$ cat config.mk
export PLATFORM = sky130hd
export DESIGN_NAME = axis_lfsr_source
export DESIGN_NICKNAME = d
export VERILOG_FILES = /design/src/rtl/axis_lfsr_source.sv
export SDC_FILE = /design/constraint.sdc
export NUM_CORES = 1
export LEC_CHECK = 0
export CAP_MARGIN = 20
export CORE_ASPECT_RATIO = 0.8
export CORE_MARGIN = 3
export CORE_UTILIZATION = 55
export DETAILED_ROUTE_END_ITERATION = 8
export GPL_ROUTABILITY_DRIVEN = 0
export GPL_TIMING_DRIVEN = 0
export PLACE_DENSITY_LB_ADDON = 0.15
export SKIP_CTS_REPAIR_TIMING = 1
export SLEW_MARGIN = 20
export SYNTH_ARGS = -nofsm -noshare
export SYNTH_HDL_FRONTEND = slang
export SYNTH_SLANG_ARGS = --single-unit
$ cat constraint.sdc
create_clock -name aclk -period 7.5 [get_ports aclk]
set_clock_uncertainty 0.05 [all_clocks]
set_input_delay 0.75 -clock aclk [delete_from_list [all_inputs] [get_ports aclk]]
set_output_delay 0.75 -clock aclk [all_outputs]
set_load 0.1 [all_outputs]
$ cat src/rtl/axis_lfsr_source.sv
// ---------------------------------------------------------------------------
// axis_lfsr_source
//
// AXI4-Stream pseudo-random frame generator. Each frame carries frame_len
// beats of a 32-bit Galois LFSR sequence (x^32+x^22+x^2+x+1). A frame starts
// when start is seen in IDLE with a non-zero length. In continuous mode,
// frames repeat back-to-back until stop is requested. The next frame
// continues the LFSR sequence without reseeding.
//
// Parameters
//   DEFAULT_SEED  seed used when the sampled seed is zero
//   LEN_WIDTH     width of frame_len and of the beat counter
//
// Ports
//   aclk            clock, rising edge
//   aresetn         asynchronous active-low reset
//   start           level-sampled frame request (honoured only in IDLE)
//   stop            end continuous mode after the current frame
//   continuous      1: frames repeat back-to-back
//   seed            LFSR seed, sampled on an accepted start
//   frame_len       beats per frame, sampled on an accepted start
//   m_axis_tdata    stream data (current LFSR state)
//   m_axis_tvalid   stream valid
//   m_axis_tlast    last beat of a frame
//   m_axis_tready   downstream ready
//   busy            high whenever not IDLE
//   frame_count     completed frames, wrapping at 2^16
// ---------------------------------------------------------------------------
module axis_lfsr_source #(
  parameter logic [31:0] DEFAULT_SEED = 32'h0000_0001,
  parameter int          LEN_WIDTH    = 16
) (
  input  logic                 aclk,
  input  logic                 aresetn,
  input  logic                 start,
  input  logic                 stop,
  input  logic                 continuous,
  input  logic [31:0]          seed,
  input  logic [LEN_WIDTH-1:0] frame_len,
  output logic [31:0]          m_axis_tdata,
  output logic                 m_axis_tvalid,
  output logic                 m_axis_tlast,
  input  logic                 m_axis_tready,
  output logic                 busy,
  output logic [15:0]          frame_count
);

  typedef enum logic {
    IDLE = 1'b0,
    RUN  = 1'b1
  } state_t;

  localparam logic [31:0] LFSR_TAPS = 32'h8020_0003;

  state_t                 state_q, state_d;
  logic [31:0]            lfsr_q, lfsr_d;
  logic [LEN_WIDTH-1:0]   beat_q, beat_d;
  logic [LEN_WIDTH-1:0]   len_q, len_d;
  logic                   stop_pending_q, stop_pending_d;
  logic [31:0]            tdata_q, tdata_d;
  logic                   tvalid_q, tvalid_d;
  logic                   tlast_q, tlast_d;
  logic                   busy_q, busy_d;
  logic [15:0]            frame_count_q, frame_count_d;

  logic [31:0]            lfsr_adv;
  logic [31:0]            seed_eff;
  logic [LEN_WIDTH-1:0]   beat_inc;
  logic                   handshake;
  logic                   end_run;

  // Galois step; a non-zero state never maps to zero, so seeding with a
  // non-zero value keeps the register out of the lock-up state.
  assign lfsr_adv  = {1'b0, lfsr_q[31:1]} ^ (lfsr_q[0] ? LFSR_TAPS : 32'h0);
  assign seed_eff  = (seed == 32'h0) ? DEFAULT_SEED : seed;
  assign beat_inc  = beat_q + LEN_WIDTH'(1);
  assign handshake = tvalid_q & m_axis_tready;
  // A stop arriving on the very cycle of the tlast handshake also ends the run.
  assign end_run   = ~continuous | stop_pending_q | stop;

  always_comb begin
    state_d        = state_q;
    lfsr_d         = lfsr_q;
    beat_d         = beat_q;
    len_d          = len_q;
    stop_pending_d = stop_pending_q;
    tdata_d        = tdata_q;
    tvalid_d       = tvalid_q;
    tlast_d        = tlast_q;
    frame_count_d  = frame_count_q;

    unique case (state_q)
      IDLE: begin
        if (start && (frame_len != '0)) begin
          state_d        = RUN;
          len_d          = frame_len;
          beat_d         = '0;
          lfsr_d         = seed_eff;
          tdata_d        = seed_eff;
          tvalid_d       = 1'b1;
          tlast_d        = (frame_len == LEN_WIDTH'(1));
          stop_pending_d = 1'b0;
        end
      end

      RUN: begin
        if (stop) begin
          stop_pending_d = 1'b1;
        end
        if (handshake) begin
          lfsr_d = lfsr_adv;
          if (tlast_q) begin
            frame_count_d = frame_count_q + 16'd1;
            beat_d        = '0;
            if (end_run) begin
              state_d        = IDLE;
              tvalid_d       = 1'b0;
              tlast_d        = 1'b0;
              stop_pending_d = 1'b0;
            end else begin
              // Next frame follows immediately with the same latched length.
              tdata_d = lfsr_adv;
              tlast_d = (len_q == LEN_WIDTH'(1));
            end
          end else begin
            beat_d  = beat_inc;
            tdata_d = lfsr_adv;
            tlast_d = (beat_inc == (len_q - LEN_WIDTH'(1)));
          end
        end
      end

      default: state_d = IDLE;
    endcase

    busy_d = (state_d != IDLE);
  end

  always_ff @(posedge aclk or negedge aresetn) begin
    if (!aresetn) begin
      state_q        <= IDLE;
      lfsr_q         <= DEFAULT_SEED;
      beat_q         <= '0;
      len_q          <= '0;
      stop_pending_q <= 1'b0;
      tdata_q        <= 32'h0;
      tvalid_q       <= 1'b0;
      tlast_q        <= 1'b0;
      busy_q         <= 1'b0;
      frame_count_q  <= 16'h0;
    end else begin
      state_q        <= state_d;
      lfsr_q         <= lfsr_d;
      beat_q         <= beat_d;
      len_q          <= len_d;
      stop_pending_q <= stop_pending_d;
      tdata_q        <= tdata_d;
      tvalid_q       <= tvalid_d;
      tlast_q        <= tlast_d;
      busy_q         <= busy_d;
      frame_count_q  <= frame_count_d;
    end
  end

  assign m_axis_tdata  = tdata_q;
  assign m_axis_tvalid = tvalid_q;
  assign m_axis_tlast  = tlast_q;
  assign busy          = busy_q;
  assign frame_count   = frame_count_q;

endmodule

# Word level (Yosys, flattened, before mapping)
# Index checks and enable logic that the tools add are counted.
[totals] regBits=116 inputBits=54 elab_cells=68 output_inout_bits=51
[op_classes] n_addsub=3 eq_ne=8 reduce_logical=8 n_bitwise=6 n_mux=34
[op_table] operator="32-bit 2-to-1 mux" n=7
[op_table] operator="32-bit one-hot mux with 2 select lines" n=2
[op_table] operator="16-bit 2-to-1 mux" n=3
[op_table] operator="16-bit by 1-bit adder with 16-bit output, second input constant" n=2
[op_table] operator="16-bit by 1-bit == test with 1-bit output, second input constant" n=2
[op_table] operator="32-bit logical NOT" n=1
[op_table] operator="16-bit one-hot mux with 2 select lines" n=1
[op_table] operator="31-bit by 32-bit XOR with 32-bit output" n=1
[op_table] operator="1-bit 2-to-1 mux" n=17
[op_table] operator="16-bit == test" n=1
[op_table] operator="16-bit nonzero test" n=1
[op_table] operator="16-bit by 1-bit subtractor with 16-bit output, second input constant" n=1
[op_table] operator="1-bit one-hot mux with 2 select lines" n=4
[op_table] operator="3-bit AND reduction" n=2
[op_table] operator="2-bit by 1-bit != test with 1-bit output, second input constant" n=2
[op_table] operator="2-bit != test, second input constant" n=2
[op_table] operator="2-bit AND reduction" n=2
[op_table] operator="4-bit AND reduction" n=1
[op_table] operator="3-bit != test, second input constant" n=1
[op_table] operator="1-bit NOT" n=2
[op_table] operator="1-bit bitwise OR" n=2
[op_table] operator="1-bit bitwise AND" n=1
[op_table] operator="1-bit logical AND" n=1

# Depth between registers and ports, before layout
[logic_depth] ltp_word=7 mapped_depth=9 ltp_nobuf=9

# Worst setup path after synthesis
# Ideal clock, no wire load.
[synth_timing] path_type="register to register" start="reg busy (netlist name)" end="reg frame_count_q[13], in the netlist frame_count[13]" synth_period_minus_slack_ps=2787 stages_incl_launch_ff=10 arrival_ps=2579 setup_slack_ps=4713 setup_ps=158 path_buffers=2 required_ps=7292 path_cell_list="dfrtp_1 -> clkbuf_1 -> and4_1 -> buf_2 -> nand4_1 -> nor2_1 -> nand4_1 -> nor2_1 -> nand3_1 -> xnor2_1"
[synth_lines] element="end signal: assignment" line="161" rtl="frame_count_q <= frame_count_d;"
[synth_lines] element="end: declaration" line="64" rtl="logic [15:0] frame_count_q, frame_count_d;"

# Worst setup path after layout
[layout_timing] start="in frame_len[8]" end="reg tdata_q[21], in the netlist m_axis_tdata[21]"
[layout_via] elab_chain_cells=4
[layout_rtl] element="start: declaration" line="39" rtl="input logic [LEN_WIDTH-1:0] frame_len,"
[layout_rtl] element="16-bit nonzero test" line="94" rtl="if (start && (frame_len != '0)) begin"
[layout_rtl] element="1-bit logical AND" line="94"
[layout_rtl] element="2-bit != test (no line)"
[layout_rtl] element="3-bit AND reduction (no line)"
[layout_rtl] element="end signal: assignment" line="157" rtl="tdata_q <= tdata_d;"
[layout_rtl] element="end: declaration" line="60" rtl="logic [31:0] tdata_q, tdata_d;"
# No other way between the ends.
# A chain may end at the register's enable or synchronous reset.

==> results.toml <==
[sta]
finalSetupViolCount = 0
slew_violations = 0
hold_viol_final = 0
hold_ws_ns = 0.191
period_minus_slack_ns = 3.24
fmax_mhz = 308
finalSetupTns_ns = 0
tightest_slew_ns = 1.01
finalCritPeriodShare_pct = 43.2
rsz0062_at_grt = "no"
slew_headroom_pct = 32.5

[global_route]
grt_pass1_vias = 5110
grt_max_degree = 78
antenna_found_initial = 0
grt_overflow = 0
groute.usage.overall_pct = 26.9
grt_pass1_wl_um = 25000

[drt]
drt_iter0_markers = 503
wirelength_um = 15100
wl_per_cell_um = 17.8
ant_nets = 0
vias = 5108
drc_errors = 0
via_per_inst = 6.00
drt_first_pass_iters = 5

[logic_synthesis]
synth.distinct_cells = 59
ys_warn_count = 0
async_flop_share_pct = 100
synth_compound_area_share_pct = 12.2
synth_edf_count = 0
synth-seq-area-share_pct = 50.6
synthMuxAreaShare_pct = 8.39
synth-simple-area-share_pct = 17.4
syn_inst = 579
synth.net_count = 637
synth-main-ff-cell = "dfrtp_1"
avgSynthCellArea_um2 = 9.91
synth-adder-area-share_pct = 0.872
synth_seq_cells = 116
synthXorXnorAreaFrac_pct = 7.82
synth_area_um2 = 5740
synth_top_family_by_area = "simple AND/OR/NAND/NOR gates"

[final_layout]
final_common_cell = "dfrtp_1"
design_area_um2 = 7560
drive_gt1_share_pct = 9.37
final_cell_mix = "115 x dfrtp_1, 103 x clkdlybuf4s50_1, 80 x nor2_1"
nets = 761
stdcell_count = 851
syn2layout_area_growth_pct = 31.7
diodes = 0
nFillCells = 694

[power]
p_int_uw = 1220
p_leak_uw = 0.00344
seq_power_share_pct = 40.5
p_sw_uw = 411
clkPwrFrac_pct = 48.4
peakVddDrop_mv = 0.144
combPwrFrac_pct = 11.1
p_per_area_nw_per_um2 = 215
switching_share_pct = 25.3

[worst_setup_path]
crit_slowest_cell = "a21boi_0"
critPathArrivalTime_ns = 3.44
critPathLaunchType = "primary input"
crit_chain = "clkdlybuf4s50_1, nor4_1, nand4_1, o21ai_0, nand2b_1, buf_2, a21boi_0, o21ai_0"
cp_data_required_time_ns = 7.70
cp_max_fo = 10
cpMostUsedCell = "o21ai_0"
crit_path_end_kind = "register"
critPathKind = "in -> reg"
cpPeakStageDelay_ns = 0.62

[cts]
clk_path_buf_depth = 2
clock-sinks = 116
h-tree-depth = 4
clock-root-buffer = "clkbuf_16"
cts_buffers = 17
path_clk_slew_ns = 0.05
clk_latency_ns = 0.41
tritoncts = "yes"

[run]
max_cap_violations = 0

[floorplan]
dieArea_um2 = 11700
ioPinCount = 105
core_area_um2 = 9890
die_h_um = 97.4
row_count = 32
start_util_pct = 58.0
die_w_um = 120

[status]
outcome = "finished clean"

[place]
io_buffers = 104
dpl.cell_count = 820
dp_hpwl_um = 10800
placed_area_um2 = 6980

[worst_hold_path]
hp-class = "in -> async"
==> state kept, by name, summed over array words and instances, names as in the netlist <==
name	flops
lfsr_q	32
m_axis_tdata	32
beat_q	16
frame_count	16
len_q	16
busy	1
m_axis_tlast	1
m_axis_tvalid	1
stop_pending_q	1
==> metrics by stage <==
step           total power (uW)  worst slack, ns  utilization [%]
3_3_place_gp                844             1.26             70.3
6_report                   1630             4.26             76.4
4_1_cts                    1630             4.29             76.4
3_5_place_dp                849             4.01             70.6
2_1_floorplan               771             4.71                -
5_1_grt                    1680             4.04             76.4
==> per-layer routing <==
| layer | vias up | global-route usage [%] | share of wire (%) |
|---|---|---|---|
| met3 | 48 | 7.57 | 8.3 |
| met5 | - | 0 | 0 |
| met1 | 2488 | 36.7 | 43 |
| li1 | 2299 | - | - |
| met2 | 273 | 41.3 | 46 |
| met4 | 0 | 9.58 | 2.2 |
==> worst max-delay path: cells and delay by family <==
family                 cells  cell delay [ns]
AND/OR/NAND/NOR            3             0.84
buffers and inverters      2             0.66
AO/OA/AOI/OAI              3             1.20
==> power by group through the flow <==
stage / registers (uW) / clock network [uW] / logic, uW
after detailed placement: 669 / 0 / 181
after global placement: 668 / 0 / 176
after floorplan: 743 / 0 / 28.0
after CTS: 658 / 792 / 182
after global routing: 660 / 827 / 192
final: 659 / 787 / 181
==> area by class of cell <==
cell class	instances	area, um2	area share (%)
clock buffers	22	474	6.27
flip-flops and latches	116	2900	38.4
well taps	136	170	2.25
repair buffers	105	1070	14.2
multi-input cells	426	2690	35.5
inverters	5	18.8	0.248
plain buffers	32	133	1.75
clock inverters	9	104	1.37
==> synth_stat cells, types with 2 or more instances <==
cell type	count	area share, %
mux2_2	17	3.3
a21oi_1	64	5.6
a2111oi_0	2	0.31
nand2_1	45	2.9
o21ai_0	32	2.8
dfrtp_1	115	50
nand4_1	12	1.3
o21a_1	2	0.26
nor3_1	7	0.61
nand4_2	2	0.44
xnor2_1	30	4.6
and4_1	2	0.31
and3_1	4	0.44
o31ai_1	5	0.65
clkbuf_1	21	1.4
and2_1	2	0.22
or2_0	2	0.22
nor2_1	80	5.2
a21o_1	2	0.26
xor2_1	16	2.4
nand4b_1	3	0.46
ha_1	4	0.87
nand2b_1	2	0.22
nand3_1	14	1.2
or4_1	3	0.39
nor4_1	17	1.9
inv_1	5	0.33
a22o_1	2	0.31
buf_1	3	0.20
mux2i_1	29	5.1
buf_2	7	0.61
==> kinds of logic after synthesis <==
kind of cell / after synthesis
AO/OA/AOI/OAI: 122
flip-flops: 116
buffers and inverters: 37
XOR/XNOR: 48
AND/OR/NAND/NOR: 206
multiplexers: 46
adder cells (fa/ha/maj): 4
==> final timing paths <==
kind	start	to	slack, ns	depth (start not counted)
worst max-delay path	frame_len[8]	m_axis_tdata[21]$_DFFE_PN0P_	4.26	8
worst min-delay path	aresetn	frame_count[5]$_DFFE_PN0P_	0.19	1
worst max register to register	beat_q[0]$_DFFE_PN0P_	m_axis_tlast$_DFFE_PN0P_	4.75	8
worst min register to register	frame_count[15]$_DFFE_PN0P_	frame_count[15]$_DFFE_PN0P_	0.43	1
max in group asynchronous	aresetn	lfsr_q[0]$_DFFE_PN1P_	6.49	2
min in group aclk	frame_count[15]$_DFFE_PN0P_	frame_count[15]$_DFFE_PN0P_	0.43	1
No activity file was read; power rests on OpenSTA's default activity.
